[src/rtl/tbird_pkg.sv]
// Shared definitions for the Thunderbird request scheduler.
// Holds command codes, FSM state encodings, pending-bit indices and
// the arbitration helpers used by tbird_sched.
package tbird_pkg;

    typedef enum logic [1:0] {
        CMD_NONE  = 2'd0,
        CMD_LEFT  = 2'd1,
        CMD_RIGHT = 2'd2,
        CMD_HAZ   = 2'd3
    } cmd_t;

    typedef enum logic [1:0] {
        ST_IDLE   = 2'd0,
        ST_ISSUE  = 2'd1,
        ST_ACTIVE = 2'd2,
        ST_ABORT  = 2'd3
    } state_t;

    localparam int SRC_LEFT  = 0;
    localparam int SRC_RIGHT = 1;
    localparam int SRC_HAZ   = 2;

    // Hazard beats everything; LEFT vs RIGHT is settled by the round-robin
    // pointer only when both are waiting.
    function automatic cmd_t pick_cmd(input logic [2:0] pend, input logic rr_right);
        if (pend[SRC_HAZ])                        return CMD_HAZ;
        if (pend[SRC_LEFT] && pend[SRC_RIGHT])    return rr_right ? CMD_RIGHT : CMD_LEFT;
        if (pend[SRC_LEFT])                       return CMD_LEFT;
        if (pend[SRC_RIGHT])                      return CMD_RIGHT;
        return CMD_NONE;
    endfunction

    // Pending-bit mask that belongs to a command code.
    function automatic logic [2:0] cmd_mask(input cmd_t c);
        case (c)
            CMD_LEFT:  return 3'b001;
            CMD_RIGHT: return 3'b010;
            CMD_HAZ:   return 3'b100;
            default:   return 3'b000;
        endcase
    endfunction

endpackage

[src/rtl/tbird_debounce.sv]
// Switch conditioner: 2-FF synchronizer, DB_LEN-sample stability debouncer,
// registered rising-edge pulse of the debounced level.
// Ports: i_clk, i_rst (sync, active-high), sw (raw async level), rise (1-cycle pulse).
module tbird_debounce #(
    parameter int DB_LEN = 4
) (
    input  logic i_clk,
    input  logic i_rst,
    input  logic sw,
    output logic rise
);
    localparam int             CW       = (DB_LEN > 1) ? $clog2(DB_LEN) : 1;
    localparam logic [CW-1:0]  CNT_LAST = CW'(DB_LEN - 1);

    logic          sync1;
    logic          sync2;
    logic          level;
    logic          level_q;
    logic [CW-1:0] cnt;

    always_ff @(posedge i_clk) begin
        if (i_rst) begin
            sync1   <= 1'b0;
            sync2   <= 1'b0;
            level   <= 1'b0;
            level_q <= 1'b0;
            cnt     <= '0;
            rise    <= 1'b0;
        end else begin
            sync1 <= sw;
            sync2 <= sync1;
            // The level flips on the DB_LEN-th consecutive differing sample;
            // any agreeing sample restarts the run.
            if (sync2 != level) begin
                if (cnt == CNT_LAST) begin
                    level <= sync2;
                    cnt   <= '0;
                end else begin
                    cnt <= cnt + 1'b1;
                end
            end else begin
                cnt <= '0;
            end
            level_q <= level;
            rise    <= level & ~level_q;
        end
    end

endmodule

[src/rtl/tbird_sched.sv]
// Request scheduler for the tail-light sequencer: conditions three switches,
// queues one request per source, arbitrates, issues via valid/ready, makes the
// step tick and aborts on hazard preemption or timeout. All outputs registered.
module tbird_sched
    import tbird_pkg::*;
#(
    parameter int TICK_DIV  = 25000000,
    parameter int DB_LEN    = 4,
    parameter int MAX_TICKS = 8
) (
    input  logic       i_clk,
    input  logic       i_rst,
    input  logic       i_sw_left,
    input  logic       i_sw_right,
    input  logic       i_sw_haz,
    input  logic       i_cmd_ready,
    input  logic       i_seq_done,
    output logic       o_cmd_valid,
    output logic [1:0] o_cmd,
    output logic       o_abort,
    output logic       o_tick,
    output logic       o_busy,
    output logic [2:0] o_pend,
    output logic       o_err
);
    localparam int            DW       = (TICK_DIV > 2) ? $clog2(TICK_DIV) : 1;
    localparam logic [DW-1:0] DIV_LAST = DW'(TICK_DIV - 1);
    localparam int            TW       = $clog2(MAX_TICKS + 1);
    localparam logic [TW-1:0] T_LAST   = TW'(MAX_TICKS - 1);

    logic rise_l, rise_r, rise_h;

    tbird_debounce #(.DB_LEN(DB_LEN)) u_db_left  (.i_clk(i_clk), .i_rst(i_rst), .sw(i_sw_left),  .rise(rise_l));
    tbird_debounce #(.DB_LEN(DB_LEN)) u_db_right (.i_clk(i_clk), .i_rst(i_rst), .sw(i_sw_right), .rise(rise_r));
    tbird_debounce #(.DB_LEN(DB_LEN)) u_db_haz   (.i_clk(i_clk), .i_rst(i_rst), .sw(i_sw_haz),   .rise(rise_h));

    state_t        state;
    cmd_t          cmd_q;
    cmd_t          act_q;
    logic [2:0]    pend;
    logic          rr_right;
    logic [DW-1:0] div_cnt;
    logic [TW-1:0] tcnt;
    logic          valid_q, abort_q, tick_q, busy_q, err_q;

    logic [2:0]    edges, block, set_mask, clr_mask;
    logic          xfer;
    logic [DW-1:0] div_nxt;

    always_comb begin
        edges    = {rise_h, rise_r, rise_l};
        xfer     = (state == ST_ISSUE) && i_cmd_ready;
        // The running source's own edges are dropped; a finishing sequence
        // (seq_done this cycle) no longer counts as running.
        block    = ((state == ST_ACTIVE) && !i_seq_done) ? cmd_mask(act_q) : 3'b000;
        set_mask = edges & ~block;
        clr_mask = xfer ? cmd_mask(cmd_q) : 3'b000;
        // Restart the step period on acceptance so the first step is full length.
        if (xfer || (div_cnt == DIV_LAST)) begin
            div_nxt = '0;
        end else begin
            div_nxt = div_cnt + 1'b1;
        end
    end

    always_ff @(posedge i_clk) begin
        if (i_rst) begin
            state    <= ST_IDLE;
            cmd_q    <= CMD_NONE;
            act_q    <= CMD_NONE;
            pend     <= '0;
            rr_right <= 1'b0;
            div_cnt  <= '0;
            tcnt     <= '0;
            valid_q  <= 1'b0;
            abort_q  <= 1'b0;
            tick_q   <= 1'b0;
            busy_q   <= 1'b0;
            err_q    <= 1'b0;
        end else begin
            div_cnt <= div_nxt;
            tick_q  <= (div_nxt == DIV_LAST);
            pend    <= (pend | set_mask) & ~clr_mask;
            abort_q <= 1'b0;
            case (state)
                ST_IDLE: begin
                    if (|pend) begin
                        state   <= ST_ISSUE;
                        valid_q <= 1'b1;
                        cmd_q   <= pick_cmd(pend, rr_right);
                    end
                end
                ST_ISSUE: begin
                    if (i_cmd_ready) begin
                        state   <= ST_ACTIVE;
                        valid_q <= 1'b0;
                        cmd_q   <= CMD_NONE;
                        act_q   <= cmd_q;
                        busy_q  <= 1'b1;
                        tcnt    <= '0;
                        // Pointer moves only when the other side was also waiting.
                        if (cmd_q == CMD_LEFT && pend[SRC_RIGHT]) begin
                            rr_right <= 1'b1;
                        end else if (cmd_q == CMD_RIGHT && pend[SRC_LEFT]) begin
                            rr_right <= 1'b0;
                        end
                    end
                end
                ST_ACTIVE: begin
                    if (i_seq_done) begin
                        state  <= ST_IDLE;
                        busy_q <= 1'b0;
                    end else if (rise_h) begin
                        // Preempts LEFT/RIGHT, or cancels a running HAZ.
                        state   <= ST_ABORT;
                        abort_q <= 1'b1;
                        busy_q  <= 1'b0;
                    end else if (tick_q) begin
                        if (tcnt == T_LAST) begin
                            state   <= ST_ABORT;
                            abort_q <= 1'b1;
                            busy_q  <= 1'b0;
                            err_q   <= 1'b1;
                        end else begin
                            tcnt <= tcnt + 1'b1;
                        end
                    end
                end
                ST_ABORT: state <= ST_IDLE;
                default:  state <= ST_IDLE;
            endcase
        end
    end

    assign o_cmd_valid = valid_q;
    assign o_cmd       = cmd_q;
    assign o_abort     = abort_q;
    assign o_tick      = tick_q;
    assign o_busy      = busy_q;
    assign o_pend      = pend;
    assign o_err       = err_q;

endmodule

[config.mk]
export PLATFORM = sky130hd
export DESIGN_NAME = tbird_sched
export DESIGN_NICKNAME = d
export VERILOG_FILES = /design/src/rtl/tbird_pkg.sv /design/src/rtl/tbird_debounce.sv /design/src/rtl/tbird_sched.sv
export SDC_FILE = /design/constraint.sdc
export NUM_CORES = 1
export LEC_CHECK = 0
export ABC_AREA = 0
export ABC_CLOCK_PERIOD_IN_PS = 3100
export BUFFER_PORTS_ARGS = -buffer_cell sky130_fd_sc_hd__clkbuf_2
export CAP_MARGIN = 20
export CORE_MARGIN = 2
export CORE_UTILIZATION = 55
export CTS_CLUSTER_DIAMETER = 200
export DETAILED_ROUTE_END_ITERATION = 10
export PLACE_DENSITY = 0.73
export RECOVER_POWER = 25
export SLEW_MARGIN = 20
export SYNTH_ARGS = -nofsm -noshare
export SYNTH_HDL_FRONTEND = slang
export SYNTH_SLANG_ARGS = --single-unit
[constraint.sdc]
create_clock -name i_clk -period 3.1 [get_ports i_clk]
set_clock_uncertainty 0.2 [all_clocks]
set_input_delay 0.62 -clock i_clk [delete_from_list [all_inputs] [get_ports i_clk]]
set_output_delay 0.62 -clock i_clk [all_outputs]
set_load 0.02 [all_outputs]
# Word level (Yosys, flattened, before mapping)
# Index checks and enable logic that the tools add are counted.
[totals] output_inout_bits=10 reg_bits=65
[classes] muxes=66 eq_ne=26 bitwise_logic=17 addsub=5 reduce_logical=26
[ops] cell="$eq 25x25->1 const B" count=2
[ops] cell="$mux 1" count=34
[ops] cell="$mux 2" count=17
[ops] cell="$add 25x1->25 const B" count=1
[ops] cell="$mux 25" count=1
[ops] cell="$mux 4" count=5
[ops] cell="$eq 2x2->1 const B" count=9
[ops] cell="$pmux 3 s3" count=2
[ops] cell="$reduce_or 3->1" count=5
[ops] cell="$ne 2x2->1 const B" count=6
[ops] cell="$not 1->1" count=9
[ops] cell="$pmux 2 s4" count=1
[ops] cell="$pmux 4 s2" count=1
[ops] cell="$reduce_and 2->1" count=4
[ops] cell="$reduce_and 4->1" count=2
[ops] cell="$add 2x1->2 const B" count=3
[ops] cell="$and 3x3->3" count=2
[ops] cell="$eq 2x1->1 const B" count=3
[ops] cell="$mux 3" count=2
[ops] cell="$not 3->3" count=2
[ops] cell="$reduce_and 3->1" count=2
[ops] cell="$reduce_and 6->1" count=1
[ops] cell="$reduce_bool 2->1" count=3
[ops] cell="$logic_and 1x1->1" count=5
[ops] cell="13 further kinds" count=18

# Logic depth before layout (Yosys ltp)
[depth] word_depth=25 ltp_mapped=9 ltp_nobuf=8

# Modules after synthesis
# From an unflattened synthesis, not the netlist that was laid out.
[unflattened] cells_unflattened=318 hier_area_um2=2925.3
[modules_own_cells] module="tbird_sched" cells_each=267 seq_area_each_um2=880.8 area_each_um2=2253.4 n_inst=1
[modules_own_cells] module="tbird_debounce" cells_each=17 seq_area_each_um2=140.1 area_each_um2=224.0 n_inst=3

# Worst setup path before layout
# OpenSTA, ideal clock, no wires.
[synth_path] path_kind="register to register" from="register div_cnt[0]" to="register tick_q, in the netlist o_tick" setup_slack_ps=955 period_less_slack_ps=2145 arrival_time_ps=1884 path_stages_with_launch=8 n_path_buf=0 t_required_ps=2839 cell_sequence="dfxtp_1 -> ha_1 -> nand3_2 -> or3_4 -> mux2_1 -> o32a_2 -> nor2_1 -> and4_1"
[synth_between] elab_chain_cells=4 elab_cells_between_ends=5 classes_between="1 x add/sub; 2 x eq/ne; 1 x mux; 1 x reduce/logical"
[synth_lines] item="start: declaration" line_no="tbird_sched.sv:42" rtl="logic [DW-1:0] div_cnt;"
[synth_lines] item="start signal: assignment" line_no="tbird_sched.sv:81" rtl="div_cnt <= div_nxt;"
[synth_lines] item="parallel branches: the longest is 2 deep, another holds $add 25x1->25"
[synth_lines] item="$mux 25 (*)" line_no="tbird_sched.sv:59" rtl="if (xfer || (div_cnt == DIV_LAST)) begin"
[synth_lines] item="$eq 25x25->1 (*)" line_no="tbird_sched.sv:82" rtl="tick_q <= (div_nxt == DIV_LAST);"
[synth_lines] item="end signal: assignment" line_no="tbird_sched.sv:82"
[synth_lines] item="end: declaration" line_no="tbird_sched.sv:44" rtl="logic valid_q, abort_q, tick_q, busy_q, err_q;"
# Every way passes the cells marked *.
# A chain may end at the register's enable or synchronous reset.

# Worst setup path after layout
[layout_path] from="register div_cnt[0]" to="register div_cnt[20]"
[layout_between] elab_chain_cells=3 elab_cells_between_ends=4 classes_between="1 x add/sub; 1 x eq/ne; 1 x mux; 1 x reduce/logical"
[layout_lines] item="parallel branches: the longest is 2 deep, another holds $add 25x1->25"
[layout_lines] item="$mux 25 (*)" line_no="tbird_sched.sv:59"
# Marked as above.

==> flow_summary.ini <==
[floorplan]
initial_utilization_pct = 56.60
die_y_um = 76.04
num_rows = 26
ios = 17
die_area_um2 = 5781
coreArea_um2 = 5042
die_w_um = 76.04

[power]
seqPwrFrac_pct = 48.6
ir_drop_mv = 0.4430
p_comb_share_pct = 11.8
p_int_mw = 1.320
clkPwrFrac_pct = 39.6
p_leak_nw = 1.202
power_density_nw_per_um2 = 573.2
p_sw_uw = 521.3
p_total_mw = 1.841
netSwitchingFraction_pct = 28.32

[sta]
period_share_pct = 77.17
fin_crit_ns = 2.392
slew_headroom_pct = 11.41
worst_slack_ns = 0.7076
slew_viol_final = 0
final-setup-viol-count = 0
setup_tns_ns = 0
hold_violations = 0
tightest_slew_ns = 1.329
fmax_mhz = 418.0
rsz0062_at_grt = no

[synthesis]
muxShareOfSynthArea_pct = 2.499
ys_seq_area_share_pct = 45.59
syn-instance-count = 310
ys_warn_count = 0
synthDistinctLibCells = 50
synth_seq_cells = 65
synth_compound_area_share_pct = 7.190
synth_top_family_by_area = simple AND/OR/NAND/NOR gates
synthAdderAreaFrac_pct = 3.946
synth.cell_area_um2 = 2854
synth.avg_cell_area_um2 = 9.206
synth_xor_area_share_pct = 8.593
syn_nets = 326
yosys.area_share.simple_pct = 29.90

[layout]
drive_gt1_share_pct = 14.79
design_area_um2 = 3212
fin_nets = 349
final_util_pct = 63.70
area_growth_pct = 12.54
antenna_cells = 0
nFillCells = 444

[global_routing]
grt_max_degree = 33
grt_pass1_vias = 2021
grt_pass1_wl_um = 9480
gr-usage-all-layers_pct = 20.35
antenna_found_initial = 0
grt_overflow = 0

[clock_network]
cts.htree.levels = 3
cts_root_buffer = clkbuf_8
clk_path_buf_depth = 2
cts_resized = 0
cts_buffers = 9
clkTransAtPathRegs_ns = 0.08
post_cts_buffers = 0
cts_tree = yes
cts_hold_buf = 0
insertion_delay_ns = 0.34
cts.sinks = 65

[setup_path]
end_kind = flop
crit_arrival_ns = 2.42
cp_max_fo = 14
start_kind = flop
path_class = flop to flop
worst_ep_required_time_ns = 3.13

[placed_design]
gp_congestion = 0.8385
numPortBuffers = 16
dp_hpwl_um = 3672
postPlaceCellArea_um2 = 3013
place_ws_ns = 0.6961

[outcome]
status = finished, final reports clean

[detailed_routing]
drt_iter0_drc = 98
wl_um = 5207
drc_errors = 0
drt-pass1-iter-count = 4
wl_per_cell_um = 12.76
antenna_left = 0
vias = 2144
vias_per_cell = 5.255

[flow_run]
drv_cap = 0

[worst_hold_path]
min_path_type = flop to flop
-- placed cells by master (no fill, tap or decap), types with 9 or more instances in the layout --
cell type,count
dfxtp_1,65
nand3_1,9
clkbuf_2,15
ha_1,9
clkbuf_8,9
nor2_1,58
nand2_1,20
inv_1,11
nor2b_1,18
xor2_1,17
xnor2_1,11
a21oi_1,15
-- critical path, cell delays in order, from the launching register on --
cell	delay, ns
dfxtp_1	0.43
ha_1	0.26
and3_2	0.22
and3_1	0.21
nand4_1	0.13
o21ai_2	0.45
buf_4	0.30
nor2_1	0.08
-- cell type report --
| class | instances | area, µm² | area share (%) |
|---|---|---|---|
| multi-input cells | 228 | 1488 | 46.32 |
| clock buffers | 9 | 123.9 | 3.857 |
| repair buffers | 18 | 90.09 | 2.805 |
| well taps | 70 | 87.58 | 2.727 |
| clock inverters | 7 | 80.08 | 2.493 |
| flip-flops and latches | 65 | 1301 | 40.51 |
| inverters | 11 | 41.29 | 1.286 |
-- metal layers --
metal / global-route usage (%) / wire (µm) / part of all wire (%)
met1: 27.55 / 2543 / 49
met2: 31.96 / 2404 / 46
met3: 4.621 / 203 / 3.9
met4: 7.636 / 55 / 1.1
met5: 0 / 0 / 0
-- cells by family (layout without fill, tap and decap cells) --
family | after synthesis | after routing
flops | 65 | 65
buf+inv | 17 | 45
fa+ha+maj | 9 | 9
simple gates | 154 | 154
compound gates | 30 | 30
xor+xnor | 28 | 28
mux | 7 | 7
-- power groups by stage --
| stage | combinational [mW] | sequential [mW] | clock [mW] |
|---|---|---|---|
| finish | 0.217 | 0.895 | 0.729 |
| global route | 0.250 | 0.899 | 0.786 |
| CTS | 0.220 | 0.895 | 0.748 |
| detailed placement | 0.219 | 0.914 | 0 |
| global placement | 0.216 | 0.911 | 0 |
| floorplan | 0.155 | 0.923 | 0 |
-- registers in the layout (all words and copies together), names as in the netlist, 2 cells and up --
signal and cells:
act_q 2, div_cnt 25, o_cmd 2, o_pend 3
state 2, tcnt 4, u_db_haz.cnt 2, u_db_left.cnt 2
u_db_right.cnt 2
-- final timing paths --
check | slack [ns] | cells past startpoint | end | start
worst max-delay path | 0.71 | 7 | div_cnt[20] | div_cnt[0]
worst min-delay path | 0.19 | 1 | u_db_right.rise | u_db_right.level_q
worst max register to register | 0.71 | 7 | div_cnt[20] | div_cnt[0]
worst min register to register | 0.19 | 1 | u_db_right.rise | u_db_right.level_q
-- cell usage after synthesis (all sizes together) --
cell / number / share of area (%)
inv: 11 / 1.4
and4: 1 / 0.31
nor4: 4 / 1.5
a32oi: 2 / 0.61
nand4b: 1 / 0.31
a221oi: 1 / 0.53
or3: 4 / 1.1
and3b: 2 / 0.61
nand3: 12 / 2.9
nor3b: 1 / 0.26
or4b: 1 / 0.48
o21ai: 2 / 0.48
a2111o: 1 / 0.39
clkbuf: 4 / 0.53
a21oi: 15 / 2.6
nor2b: 18 / 3.9
a31oi: 1 / 0.22
mux2i: 6 / 2.1
nand2b: 2 / 0.44
and3: 7 / 1.6
or2: 1 / 0.22
dfxtp: 65 / 46
o32a: 1 / 0.39
o41ai: 1 / 0.31
ha: 9 / 3.9
xor2: 17 / 5.2
nand3b: 2 / 0.53
nor2: 59 / 8.0
a211oi: 4 / 1.1
a311oi: 1 / 0.31
nand4: 8 / 2.5
nand2: 20 / 2.6
a21o: 1 / 0.26
nor4b: 2 / 0.83
mux2: 1 / 0.39
xnor2: 11 / 3.4
nor3: 9 / 1.8
buf: 2 / 0.31
-- through the flow --
| stage | hold WS (ns) | std cells |
|---|---|---|
| after floorplan | 0.1674 | 310 |
| after global placement | 0.1759 | 392 |
| after detailed placement | 0.1819 | 392 |
| after CTS | 0.1932 | 408 |
| after global routing | 0.2034 | 408 |
| final | 0.1893 | 408 |
No activity file was read; power rests on OpenSTA's default activity.
